==> config.mk <==
export PLATFORM = sky130hd
export DESIGN_NAME = wb_trace_buffer
export DESIGN_NICKNAME = d
export VERILOG_FILES = /design/src/rtl/wb_trace_buffer_pkg.sv /design/src/rtl/wb_trace_buffer_trace_ram.sv /design/src/rtl/wb_trace_buffer.sv
export SDC_FILE = /design/constraint.sdc
export NUM_CORES = 1
export LEC_CHECK = 0
export ABC_AREA = 1
export ABC_CLOCK_PERIOD_IN_PS = 5150
export CAP_MARGIN = 20
export CORE_UTILIZATION = 45
export DETAILED_ROUTE_END_ITERATION = 8
export PLACE_DENSITY = 0.63
export SLEW_MARGIN = 40
export SYNTH_ARGS = -nofsm -noshare
export SYNTH_HDL_FRONTEND = slang
export SYNTH_SLANG_ARGS = --single-unit
==> constraint.sdc <==
create_clock -name clock -period 5.15 [get_ports clock]
set_input_delay 1.03 -clock clock [delete_from_list [all_inputs] [get_ports clock]]
set_output_delay 1.03 -clock clock [all_outputs]
set_load 0.005 [all_outputs]
==> src/rtl/wb_trace_buffer_pkg.sv <==
// wb_trace_buffer_pkg: shared definitions for the writeback trace buffer.
// State encodings and trace-entry field layout. The layout is
// {ts, pc, reg, data}, with data at bit 0.
// WB_TRACE_TIMESTAMP_EN adds a 16-bit timestamp field at the top of each entry.
package wb_trace_buffer_pkg;

    typedef enum logic [1:0] {
        ST_IDLE    = 2'd0,
        ST_CAPTURE = 2'd1,
        ST_POST    = 2'd2,
        ST_DRAIN   = 2'd3
    } state_t;

`ifdef WB_TRACE_TIMESTAMP_EN
    localparam int TS_W = 16;
`else
    localparam int TS_W = 0;
`endif

    // Total bits per stored entry.
    function automatic int entry_w(input int pc_w, input int reg_w, input int data_w);
        return pc_w + reg_w + data_w + TS_W;
    endfunction

    // Low bit of the register field.
    function automatic int reg_lsb(input int data_w);
        return data_w;
    endfunction

    // Low bit of the PC field.
    function automatic int pc_lsb(input int reg_w, input int data_w);
        return data_w + reg_w;
    endfunction

    // Low bit of the timestamp field. Only meaningful when TS_W != 0.
    function automatic int ts_lsb(input int pc_w, input int reg_w, input int data_w);
        return data_w + reg_w + pc_w;
    endfunction

endpackage

==> src/rtl/wb_trace_buffer_trace_ram.sv <==
// trace_ram: DEPTH x WIDTH entry storage.
// Has one synchronous write port and one asynchronous read port, so the
// head entry is visible show-ahead. The storage has no reset because
// validity is tracked by the level and pointer logic in the parent.
module trace_ram
    import wb_trace_buffer_pkg::*;
#(
    parameter int DEPTH  = 16,
    parameter int ADDR_W = 4,
    parameter int WIDTH  = 49
) (
    input  logic              clock,
    input  logic              wr_en,
    input  logic [ADDR_W-1:0] wr_addr,
    input  logic [WIDTH-1:0]  wr_data,
    input  logic [ADDR_W-1:0] rd_addr,
    output logic [WIDTH-1:0]  rd_data
);

    logic [WIDTH-1:0] mem [DEPTH];

    // Write port: one entry per cycle at most.
    always_ff @(posedge clock) begin
        if (wr_en) mem[wr_addr] <= wr_data;
    end

    assign rd_data = mem[rd_addr];

endmodule

==> src/rtl/wb_trace_buffer.sv <==
// wb_trace_buffer: writeback trace capture for the 5-stage pipeline.
// Records register writes (excluding r0) from the MW stage into a circular
// buffer. Capture stops on a PC trigger plus a post-trigger window. Event
// counters saturate. Captured entries are drained on a valid/ready port.
// Optional: WB_TRACE_TIMESTAMP_EN adds a 16-bit cycle timestamp per entry
// and the rd_time output.
module wb_trace_buffer
    import wb_trace_buffer_pkg::*;
#(
    parameter int DEPTH  = 16,
    parameter int ADDR_W = 4,
    parameter int DATA_W = 32,
    parameter int REG_W  = 5,
    parameter int PC_W   = 12,
    parameter int CNT_W  = 32
) (
    input  logic              clock,
    input  logic              ctrl_reset,
    input  logic              arm,
    input  logic              mode_stop,
    input  logic [PC_W-1:0]   trig_pc,
    input  logic [ADDR_W:0]   post_count,
    input  logic              wb_valid,
    input  logic [PC_W-1:0]   wb_pc,
    input  logic [REG_W-1:0]  wb_reg,
    input  logic [DATA_W-1:0] wb_data,
    input  logic              stall,
    input  logic              flush,
    input  logic              rd_ready,
    output logic              rd_valid,
    output logic [PC_W-1:0]   rd_pc,
    output logic [REG_W-1:0]  rd_reg,
    output logic [DATA_W-1:0] rd_data,
`ifdef WB_TRACE_TIMESTAMP_EN
    output logic [15:0]       rd_time,
`endif
    output logic [1:0]        state,
    output logic [ADDR_W:0]   level,
    output logic              overflow,
    output logic [CNT_W-1:0]  cnt_commit,
    output logic [CNT_W-1:0]  cnt_stall,
    output logic [CNT_W-1:0]  cnt_flush
);

    localparam int EW  = entry_w(PC_W, REG_W, DATA_W);
    localparam int RL  = reg_lsb(DATA_W);
    localparam int PL  = pc_lsb(REG_W, DATA_W);
    localparam logic [ADDR_W:0] FULL_LVL = (ADDR_W+1)'(DEPTH);

    state_t             st, st_nxt;
    logic [ADDR_W-1:0]  wr_ptr, rd_ptr;
    logic [ADDR_W:0]    lvl, remaining;
    logic               ovf;
    logic [EW-1:0]      ram_wdata, ram_rdata;

    logic active, rec, full, drop, store, hit, pop, clear;

    assign active = (st == ST_CAPTURE) || (st == ST_POST);
    assign rec    = active && wb_valid && (wb_reg != '0);
    assign full   = (lvl == FULL_LVL);
    assign drop   = rec && full && mode_stop;
    assign store  = rec && !drop;
    assign hit    = store && (wb_pc == trig_pc);
    assign pop    = (st == ST_DRAIN) && (lvl != '0) && rd_ready;
    // arm restarts from IDLE/CAPTURE/POST but is ignored while draining.
    assign clear  = arm && (st != ST_DRAIN);

`ifdef WB_TRACE_TIMESTAMP_EN
    localparam int TL = ts_lsb(PC_W, REG_W, DATA_W);
    logic [15:0] ts;
    assign ram_wdata = {ts, wb_pc, wb_reg, wb_data};
    assign rd_time   = ram_rdata[TL +: 16];
`else
    assign ram_wdata = {wb_pc, wb_reg, wb_data};
`endif

    trace_ram #(.DEPTH(DEPTH), .ADDR_W(ADDR_W), .WIDTH(EW)) u_ram (
        .clock   (clock),
        .wr_en   (store && !clear),
        .wr_addr (wr_ptr),
        .wr_data (ram_wdata),
        .rd_addr (rd_ptr),
        .rd_data (ram_rdata)
    );

    assign rd_data  = ram_rdata[DATA_W-1:0];
    assign rd_reg   = ram_rdata[RL +: REG_W];
    assign rd_pc    = ram_rdata[PL +: PC_W];
    assign rd_valid = (st == ST_DRAIN) && (lvl != '0);
    assign state    = st;
    assign level    = lvl;
    assign overflow = ovf;

    // State register.
    always_ff @(posedge clock) begin
        if (ctrl_reset) st <= ST_IDLE;
        else            st <= st_nxt;
    end

    // Next-state logic. A full buffer in stop mode ends capture immediately.
    always_comb begin
        st_nxt = st;
        case (st)
            ST_IDLE:    if (arm) st_nxt = ST_CAPTURE;
            ST_CAPTURE: begin
                if (arm)       st_nxt = ST_CAPTURE;
                else if (drop) st_nxt = ST_DRAIN;
                else if (hit)  st_nxt = (post_count == '0) ? ST_DRAIN : ST_POST;
            end
            ST_POST: begin
                if (arm)                           st_nxt = ST_CAPTURE;
                else if (drop)                     st_nxt = ST_DRAIN;
                else if (store && remaining == 1)  st_nxt = ST_DRAIN;
            end
            ST_DRAIN:   if (lvl == '0) st_nxt = ST_IDLE;
            default:    st_nxt = ST_IDLE;
        endcase
    end

    // Pointers, level, overflow, post window and saturating counters.
    always_ff @(posedge clock) begin
        if (ctrl_reset || clear) begin
            wr_ptr     <= '0;
            rd_ptr     <= '0;
            lvl        <= '0;
            remaining  <= '0;
            ovf        <= 1'b0;
            cnt_commit <= '0;
            cnt_stall  <= '0;
            cnt_flush  <= '0;
`ifdef WB_TRACE_TIMESTAMP_EN
            ts         <= '0;
`endif
        end else begin
            if (store) begin
                wr_ptr <= wr_ptr + 1'b1;
                // When full, the oldest entry is overwritten, so the head moves too.
                if (full) begin
                    rd_ptr <= rd_ptr + 1'b1;
                    ovf    <= 1'b1;
                end else begin
                    lvl <= lvl + 1'b1;
                end
            end
            if (drop) ovf <= 1'b1;
            if (st == ST_CAPTURE && hit) remaining <= post_count;
            if (st == ST_POST && store)  remaining <= remaining - 1'b1;
            if (pop) begin
                rd_ptr <= rd_ptr + 1'b1;
                lvl    <= lvl - 1'b1;
            end
            if (active) begin
                if (wb_valid && !(&cnt_commit)) cnt_commit <= cnt_commit + 1'b1;
                if (stall && !(&cnt_stall))     cnt_stall  <= cnt_stall + 1'b1;
                if (flush && !(&cnt_flush))     cnt_flush  <= cnt_flush + 1'b1;
`ifdef WB_TRACE_TIMESTAMP_EN
                ts <= ts + 1'b1;
`endif
            end
        end
    end

endmodule

Yosys cells after proc, flatten, opt, wreduce, memory -nomap -nowiden
Memories as Yosys holds them, arrays and structs flattened. A register that Yosys moved wholly into a read port is not among the register bits.
Cells that the tools add are included.
{ "op_classes": {"muxes": 25, "n_shift": 0, "multipliers": 0, "eq_ne": 12, "add_sub_neg": 8, "n_bitwise": 0, "n_lt_le_gt_ge": 0, "div": 0, "n_reduce_logical": 43} }
{ "ops": {"columns": ["op", "n"], "rows": [
  ["32-bit by 1-bit adder with 32-bit output (second input constant)", 3],
  ["32-bit AND reduction", 3],
  ["5-bit two-way mux", 5],
  ["4-bit two-way mux", 5],
  ["1-bit logical AND", 16],
  ["2-bit two-way mux", 8],
  ["12-bit == test", 1],
  ["2-bit AND reduction", 6],
  ["5-bit zero test", 2],
  ["2-bit nonzero test", 5],
  ["5-bit nonzero test", 2],
  ["5-bit by 1-bit subtractor with 5-bit output (second input constant)", 2],
  ["4-bit by 1-bit adder with 4-bit output (second input constant)", 2],
  ["2-bit one-hot mux with 4 select lines", 1],
  ["1-bit two-way mux", 6],
  ["5-bit by 1-bit adder with 5-bit output (second input constant)", 1],
  ["5-bit by 1-bit == test with 1-bit output (second input constant)", 1],
  ["5-bit == test (second input constant)", 1],
  ["1-bit zero test", 5],
  ["2-bit == test (second input constant)", 2],
  ["2-bit by 1-bit != test with 1-bit output (second input constant)", 2],
  ["2-bit != test (second input constant)", 2],
  ["4-bit by 3-bit != test with 1-bit output (second input constant)", 1],
  ["4-bit != test (second input constant)", 1],
  ["4 further kinds", 5]
]} }
{ "totals": {"output_inout_bits": 154, "latch_bits": 0, "ramBits": 784, "rom_bits": 0, "word_cells": 98, "inputBits": 74, "register_bits": 117, "mem_count": 1} }
{ "memory_table": {"columns": ["memory", "words", "word_bits", "rd", "rd_clocked_by_memory_dff", "write_ports", "line", "text"], "rows": [
  ["u_ram.mem", 16, 49, 1, 1, 1, "wb_trace_buffer_trace_ram.sv:20", "logic [WIDTH-1:0] mem [DEPTH];"]
]} }

Longest topological paths before layout
Gate-level depths: netlist (run 1).
{ "logic_depth": {"depth_word": 13, "mapped_depth": 15, "mapped_depth_nobuf": 15} }

Modules after synthesis
A second synthesis (run 1) with hierarchy kept.
{ "hier_totals": {"cells_unflattened": 4296, "area_unflattened_um2": 40895.5} }
{ "modules_own_cells": {"columns": ["module", "cells_each", "n_inst", "area_each_um2"], "rows": [
  ["trace_ram", 3182, 1, 33726.1],
  ["wb_trace_buffer", 1114, 1, 7169.4]
]} }

Worst setup path after synthesis (run 1)
Ideal clock, no wire load.
{ "synth_timing": {"kind": "input port to flip-flop", "startpoint": "in wb_valid", "endpoint": "mem u_ram.mem[11][0], enable pin", "required_time_ns": 4.634, "slack_ns": -0.345, "setup_time_ns": 0.516, "cell_stages": 6, "t_arrival_ns": 4.979, "cell_sequence": "nand2_1 -> inv_2 -> nand2_1 -> a21oi_2 -> nand2_1 -> nor3_1"} }
{ "synth_via": {"elab_chain_len": 9} }
{ "synth_lines": {"columns": ["element", "line", "text"], "rows": [
  ["start: declaration", "wb_trace_buffer.sv:23", "input logic wb_valid,"],
  ["1-bit logical AND * (2 in a row)", "wb_trace_buffer.sv:59", "assign rec = active && wb_valid && (wb_reg != '0);"],
  ["1-bit logical AND (2 in a row)", "wb_trace_buffer.sv:61", "assign drop = rec && full && mode_stop;"],
  ["1-bit zero test", "wb_trace_buffer.sv:62", "assign store = rec && !drop;"],
  ["1-bit logical AND *", "wb_trace_buffer.sv:62", null],
  ["1-bit logical AND *", "wb_trace_buffer.sv:79", ".wr_en (store && !clear),"],
  ["1-bit two-way mux *", "wb_trace_buffer_trace_ram.sv:24", "if (wr_en) mem[wr_addr] <= wr_data;"],
  ["1-bit two-way mux (implied by the code) *", "wb_trace_buffer_trace_ram.sv:24", null],
  ["end: declaration", "wb_trace_buffer_trace_ram.sv:20", null]
]} }
Every way passes the cells marked *; elsewhere a longest branch is shown, timed or not.

==> results.md, run 1 <==
- Nets: 3509
- Number of antenna violations at the first check in global routing: 1
- Instance count of the mapped netlist: 3206
- Cells taking the most area after synthesis: edfxtp_1, dfxtp_1, mux2i_1
- FFs w/ async S/R, synth: 0
- Synth warnings: 0
- Total standard cell area after synthesis: 0.03844 mm²
- TritonCTS clock tree: done
- Final max-slew violation count: 0
- Worst relative slew slack: 0.4671
- Global-route wire length before repair: 140900 µm
- Final worst path period share: 0.8196
- Per-cell routed wire length: 19.75 µm
- Layout cell share with drive strength beyond 1: 0.07466
- Maximum ir drop on the vdd rail: roughly 0.24 mV
- Core box area: 0.08409 mm²
- Post-Synthesis Mean Instance Area: roughly 12 µm²
- Top-Level Pins: 228
- Most common cell in the synthesized netlist: edfxtp_1
- Most frequent cell on the critical path: o21ai_0
- Result of the run: finished clean
- Required time worst endpoint: 4.12 ns
- Post-detail-place hpwl: 52260 µm
- Number of setup violations in the final report: 0
- # clock sinks: ~910
- Via total after detailed routing: 24760
- Vertical extent of the die: 294.3 µm
- Initial drt markers: around 1900
- Cell area after layout: around 0.045 mm²
- Dominant synthesized flop cell: edfxtp_1
- Highest clock frequency the design can meet: 0.2369 GHz
- Ant. Diodes: 0
- Rows: 106
- Insertion delay of the later-clocked pin in the worst-skew pair: between 0.6 and 0.7 ns
- Clock slew at reported path FFs: 0.06 ns
- Leading post-synthesis cells by instance count: edfxtp_1, nand2_1, a21oi_1, inv_1, o21ai_0
- Die Outline Area: slightly below 0.09 mm²
- Kind of critical path: flip-flop to primary output
- Critical Path Source Type: flip-flop
- Unrepaired setup endpoints after global routing: no
- Remaining Overflow, GRT: 0
- Worst-path maximum fanout: between 100 and 150
- H-tree level count: 3
- Cell Pwr Density: 357.4 mW/mm²
- Library cell with the largest summed area after synthesis: edfxtp_1
- Placed Instances: 4453
- Number of optimization iterations in the first detailed-route pass: 5
- Worst setup slack before clock tree synthesis: 1.044 ns
- Lkg Pwr: 14.71 nW
- Number of hold buffers added after cts: 0
- Post-detailed-placement cell area: 0.04226 mm²
- #FFs+latches synth: 905
- Horiz. Die Dim: 294.3 µm
- Routability congestion estimate from global placement: 0.8704
- Post-detailed-route via-to-cell ratio: 5.347
- Cell with the biggest individual delay on the critical path: clkdlybuf4s50_1
- Power after layout: ~16 mW
- Number of global-route vias before repair: 23920
- Quantity of I/O buffers inserted on ports: 227
- Register area share after synthesis: 0.6754
- Clk_skew: 0.02576 ns
- CP cell instances: buf_12 -> buf_16 -> a21oi_1 -> o21ai_0 -> o21ai_0 -> o211ai_1 -> nand2_1 -> clkdlybuf4s50_1
- Routed Wire Length: 91440 µm
- Synth cell types: 40
- Syn nets: 3299
- Number of synthesized flops with an enable pin: 784
- Global-route usage over all layers: 0.2105
- Largest stage delay on the critical path: 0.45 ns
- Starting density of the core: 0.4572
- Buffer depth of the longest clock path: 3
- Post-CTS Resized: 0
- Worst-case setup margin in the final layout: between 0.9 and 1 ns
- Proportion of netlist area held by the largest area contributor: 0.6124
- DRC violation count after routing: 0
- Master cell of the clock root buffer: clkbuf_16
- Arrival time worst endpoint: 3.19 ns
- Endpoint kind of the worst setup timing path: primary output
- Number of nets with antenna violations after routing: 0
- Count of buffers added by post-CTS timing repair for setup: 0
- Number of maximum-capacitance constraint violations: 0
- Number of hold violations in the final report: 0
- Pin count of the biggest net entering global routing: 134
- Post-Layout Cell Count: roughly 4600
- Slew at the pin closest to its max-slew limit: 0.7984 ns
- Num CTS Buffers: 95
- Post-layout min period: roughly 4.2 ns
- Synthesis-to-layout area growth: 18.22%
- Type of the tightest min-delay check: flip-flop to flip-flop
## stage by stage
step                  util  TNS, ns  hold WS [ns]
CTS                 0.5405        0        0.4686
detailed placement  0.5025        0        0.4500
finish              0.5405        0        0.4714
global route        0.5405        0        0.4874
floorplan                -   -67.62        0.4466
global placement    0.5022        0        0.4481
## layer usage
layer | up-vias | wire [µm] | part of all wire | GRT usage
met5 | - | 17 | 0.00019 | 0
met4 | 2 | 1630 | 0.018 | 0.05386
met3 | 113 | 5243 | 0.057 | 0.03574
met2 | 612 | 42320 | 0.46 | 0.3332
met1 | 12120 | 42230 | 0.46 | 0.3009
li1 | 11910 | - | - | -
## power breakdown
part	switching (mW)	total, mW	internal, mW
registers	0.0512	8.12	8.07
logic	0.768	1.15	0.386
clock network	2.83	6.97	4.13
total	3.65	16.2	12.6
## logic make-up after synthesis
logic type | share of synthesized area
compound gates | 0.1144
xor+xnor | 0.01777
fa+ha+maj | 0.006380
buf+inv | 0.05055
flops | 0.6754
mux | 0.05103
simple gates | 0.08440
## placed cells by master (no fill, tap or decap), drive strengths merged, types with 13 or more instances in the layout
master	netlist	final
nand2	417	417
edfxtp	784	784
o21ai	276	276
bufinv	0	13
nor3	63	63
nor2	147	147
mux2i	196	196
nand4	23	23
xnor2	28	28
xor2	50	50
o211ai	196	196
clkinv	0	44
inv	306	307
dfxtp	121	121
a21oi	300	300
nand3	93	93
buf	75	56
ha	18	18
clkdlybuf4s50	0	227
clkbuf	95	114
## registers in the layout (all words and copies together) (netlist names), named ones only
| signal | count |
|---|---|
| cnt_commit | 32 |
| cnt_flush | 32 |
| cnt_stall | 32 |
| level | 5 |
| overflow | 1 |
| rd_ptr | 4 |
| remaining | 5 |
| state | 2 |
| u_ram.mem | 784 |
| wr_ptr | 4 |
## layout make-up
class	count	area [µm²]
clock buffer	114	2511
tap	1134	1419
inverter	306	1160
clock inverter	63	678.2
timing repair buffer	283	3050
multi-input combinational	1825	10650
fill	7152	38640
sequential	905	25980
## critical path: cells and delay by family, from the launching register on
family                 cells  cell delay (ns)
AO/OA/AOI/OAI              4             0.68
buffers and inverters      3             1.29
flip-flops                 1             0.38
AND/OR/NAND/NOR            1             0.11
## path summary, 6_finish.rpt
| check | start | end | slack, ns | cells after the start |
|---|---|---|---|---|
| worst max register to register | state[0] | u_ram.mem[12][19] | 1.83 | 11 |
| worst min-delay path | overflow | overflow | 0.47 | 2 |
| worst min register to register | overflow | overflow | 0.47 | 2 |
| worst max-delay path | flip-flop | rd_data[26] | 0.93 | 8 |
Note: power is estimated with default switching activity, not from simulation.
==> run 2, diff against run 1 <==
--- a/config.mk
+++ b/config.mk
@@ -6,7 +6,7 @@
 export NUM_CORES = 1
 export LEC_CHECK = 0
 export ABC_AREA = 1
-export ABC_CLOCK_PERIOD_IN_PS = 5150
+export ABC_CLOCK_PERIOD_IN_PS = 3800
 export CAP_MARGIN = 20
 export CORE_UTILIZATION = 45
 export DETAILED_ROUTE_END_ITERATION = 8
==> constraint.sdc (replaced) <==
create_clock -name clock -period 3.8 [get_ports clock]
set_input_delay 0.76 -clock clock [delete_from_list [all_inputs] [get_ports clock]]
set_output_delay 0.76 -clock clock [all_outputs]
set_load 0.005 [all_outputs]
==> run 2 against run 1 <==
Final area is 1.3% higher. Clock skew is 0.0042 ns lower. Critical path type unchanged. Count of clock-buffer cells in the layout is 1 higher.
==> results.md, run 2 (synthesized netlist as in run 1, its figures left out) <==
- Result of the run: finished clean
- Placed Instances: 4484 (+0.70%)
- Nets: 3547 (+1.1%)
- H-tree level count: 3 (unchanged)
- Endpoint kind of the worst setup timing path: primary output
- Critical path buffers and inverters: 3 (unchanged)
- # clock sinks: 905 (unchanged)
- Most frequent cell on the critical path: o21ai_0
- Insertion delay of the later-clocked pin in the worst-skew pair: 0.67 ns (+0.02 ns)
- Number of nets with antenna violations after routing: 0 (unchanged)
- Clk_skew: 0.02159 ns (-0.004172 ns)
- Num CTS Buffers: 96 (+1.1%)
- Global-route usage over all layers: 0.2174 (+0.006859)
- Number of antenna violations at the first check in global routing: 4 (+3)
- Most common cell after layout, fill and taps aside: edfxtp_1
- Buffer depth of the longest clock path: 3 (unchanged)
- Final worst path period share: 0.9782
- Arrival time worst endpoint: 2.96 ns (-0.23 ns)
- Cell with the biggest individual delay on the critical path: clkdlybuf4s50_1
- Final total negative setup slack: 0 ns (unchanged)
- Starting density of the core: 0.4572 (unchanged)
- Number of flip-flops in the largest register: 784 (unchanged)
- Post-detailed-route via-to-cell ratio: 5.396 (+0.91%)
- Horiz. Die Dim: 294.3 µm (unchanged)
- Rows: 106 (unchanged)
- DRC violation count after routing: 0 (unchanged)
- Via total after detailed routing: 25180 (+1.7%)
- Core box area: 0.08409 mm² (unchanged)
- Number of optimization iterations in the first detailed-route pass: 7 (+2)
- Critical Path Source Type: flip-flop
- Cell Pwr Density: 484.4 mW/mm² (+36%)
- Number of maximum-capacitance constraint violations: 0 (unchanged)
- Per-cell routed wire length: 20.45 µm (+3.5%)
- Remaining Overflow, GRT: 0 (unchanged)
- Routed Wire Length: 95410 µm (+4.3%)
- Global-route wire length before repair: 144300 µm (+2.4%)
- Quantity of I/O buffers inserted on ports: 227 (unchanged)
- Post-layout min period: roughly 3.7 ns
- Worst path top cell family by delay: buffers and inverters
- Top-Level Pins: 228 (unchanged)
- Largest stage delay on the critical path: 0.47 ns (+0.02 ns)
- Required time worst endpoint: 3.04 ns (-1.08 ns)
- Layout cell share with drive strength beyond 1: 0.08385 (+0.009196)
- Die Outline Area: 0.08660 mm² (unchanged)
- Lkg Pwr: 15.00 nW (+1.9%)
- Routability congestion estimate from global placement: 0.8726 (+0.25%)
- Number of hold violations in the final report: 0 (unchanged)
- Final max-slew violation count: 0 (unchanged)
- Type of the tightest min-delay check: flip-flop to flip-flop
- Kind of critical path: flip-flop to primary output
- Number of setup violations in the final report: 0 (unchanged)
- Highest clock frequency the design can meet: 0.2690 GHz
- Synthesis-to-layout area growth: 19.72%
- Maximum ir drop on the vdd rail: 0.3815 mV (+56%)
- Post-detail-place hpwl: 56970 µm (+9.0%)
- Vertical extent of the die: 294.3 µm (unchanged)
- Commonest cells after routing, fill and taps aside: edfxtp_1, nand2_1, a21oi_1, inv_1, o21ai_0
- Pin count of the biggest net entering global routing: 134 (unchanged)
- Top register by number of flip-flops: u_ram.mem
- Unrepaired setup endpoints after global routing: no
- Number of global-route vias before repair: 24160 (+1.0%)
- Worst relative slew slack: 0.4230 (-0.04412)
- Initial drt markers: 1923 (+1.6%)
- Flop-to-flop setup slack: 0.82 ns (-1.01 ns)
- Post-Layout Cell Count: 4666 (+0.78%)
- TritonCTS clock tree: done
- Clock slew at reported path FFs: 0.06 ns (about the same)
- Master cell of the clock root buffer: clkbuf_16
- Worst-path maximum fanout: 36 (-65%)
- Slew at the pin closest to its max-slew limit: 0.8655 ns (+0.06710 ns)
- CP cell instances: buf_12 -> buf_4 -> a21oi_1 -> o21ai_0 -> o21ai_0 -> o211ai_1 -> nand2_1 -> clkdlybuf4s50_1
-- run 2: repair_timing --
action                                  CTS  global route
setup buffers                             4             0
cloned                                    0             2
endpoints found under the setup margin    7             6
hold buffers                              0             0
resized for setup                         0             4
-- run 2: final timing paths --
kind,endpoint,from,cells after the start
max,rd_data[11],flip-flop,8
min,overflow,overflow,2
max reg2reg,u_ram.mem[0][8],state[1],11
min reg2reg,overflow,overflow,2
-- run 2: stage by stage --
step	power (mW)	area [µm²]	hold WS (ns)	worst slack, ns	utilization
after floorplan	12.09	38470	0.4466	-0.3830	-
after global placement	12.81	42560	0.4370	0.2653	0.5062
after detailed placement	12.82	42560	0.4443	0.3233	0.5062
after CTS	22.49	45940	0.4523	0.02816	0.5464
after global routing	23.03	46020	0.4868	0.003312	0.5473
final	22.29	46020	0.4482	0.08273	0.5473
-- run 2: routing by layer --
metal / track usage / wire length [µm]
met1: 0.3092 / 42350
met2: 0.3468 / 44540
met3: 0.03672 / 6890
met4: 0.05373 / 1594
met5: 0 / 26
-- run 2: tightest hold or removal path: stages (launching register included) --
cell and delay, ns:
dfxtp_1 0.31, inv_1 0.04, a21oi_1 0.05
-- run 2: final cells by class --
type	count	area, µm²
Fill cell	7048	38060
Tap cell	1134	1419
Clock buffer	115	2484
Multi-Input combinational cell	1825	10670
Clock inverter	59	828.3
Inverter	306	1159
Timing Repair Buffer	320	3478
Sequential cell	905	25980
Antenna cell	2	5.005
-- run 2: power breakdown --
part | switching, mW | internal, mW | total (mW) | leakage, nW
sequential | 0.0679 | 10.9 | 11.0 | 8.03
combinational | 1.05 | 0.546 | 1.60 | 5.37
clock | 3.90 | 5.79 | 9.69 | 1.59
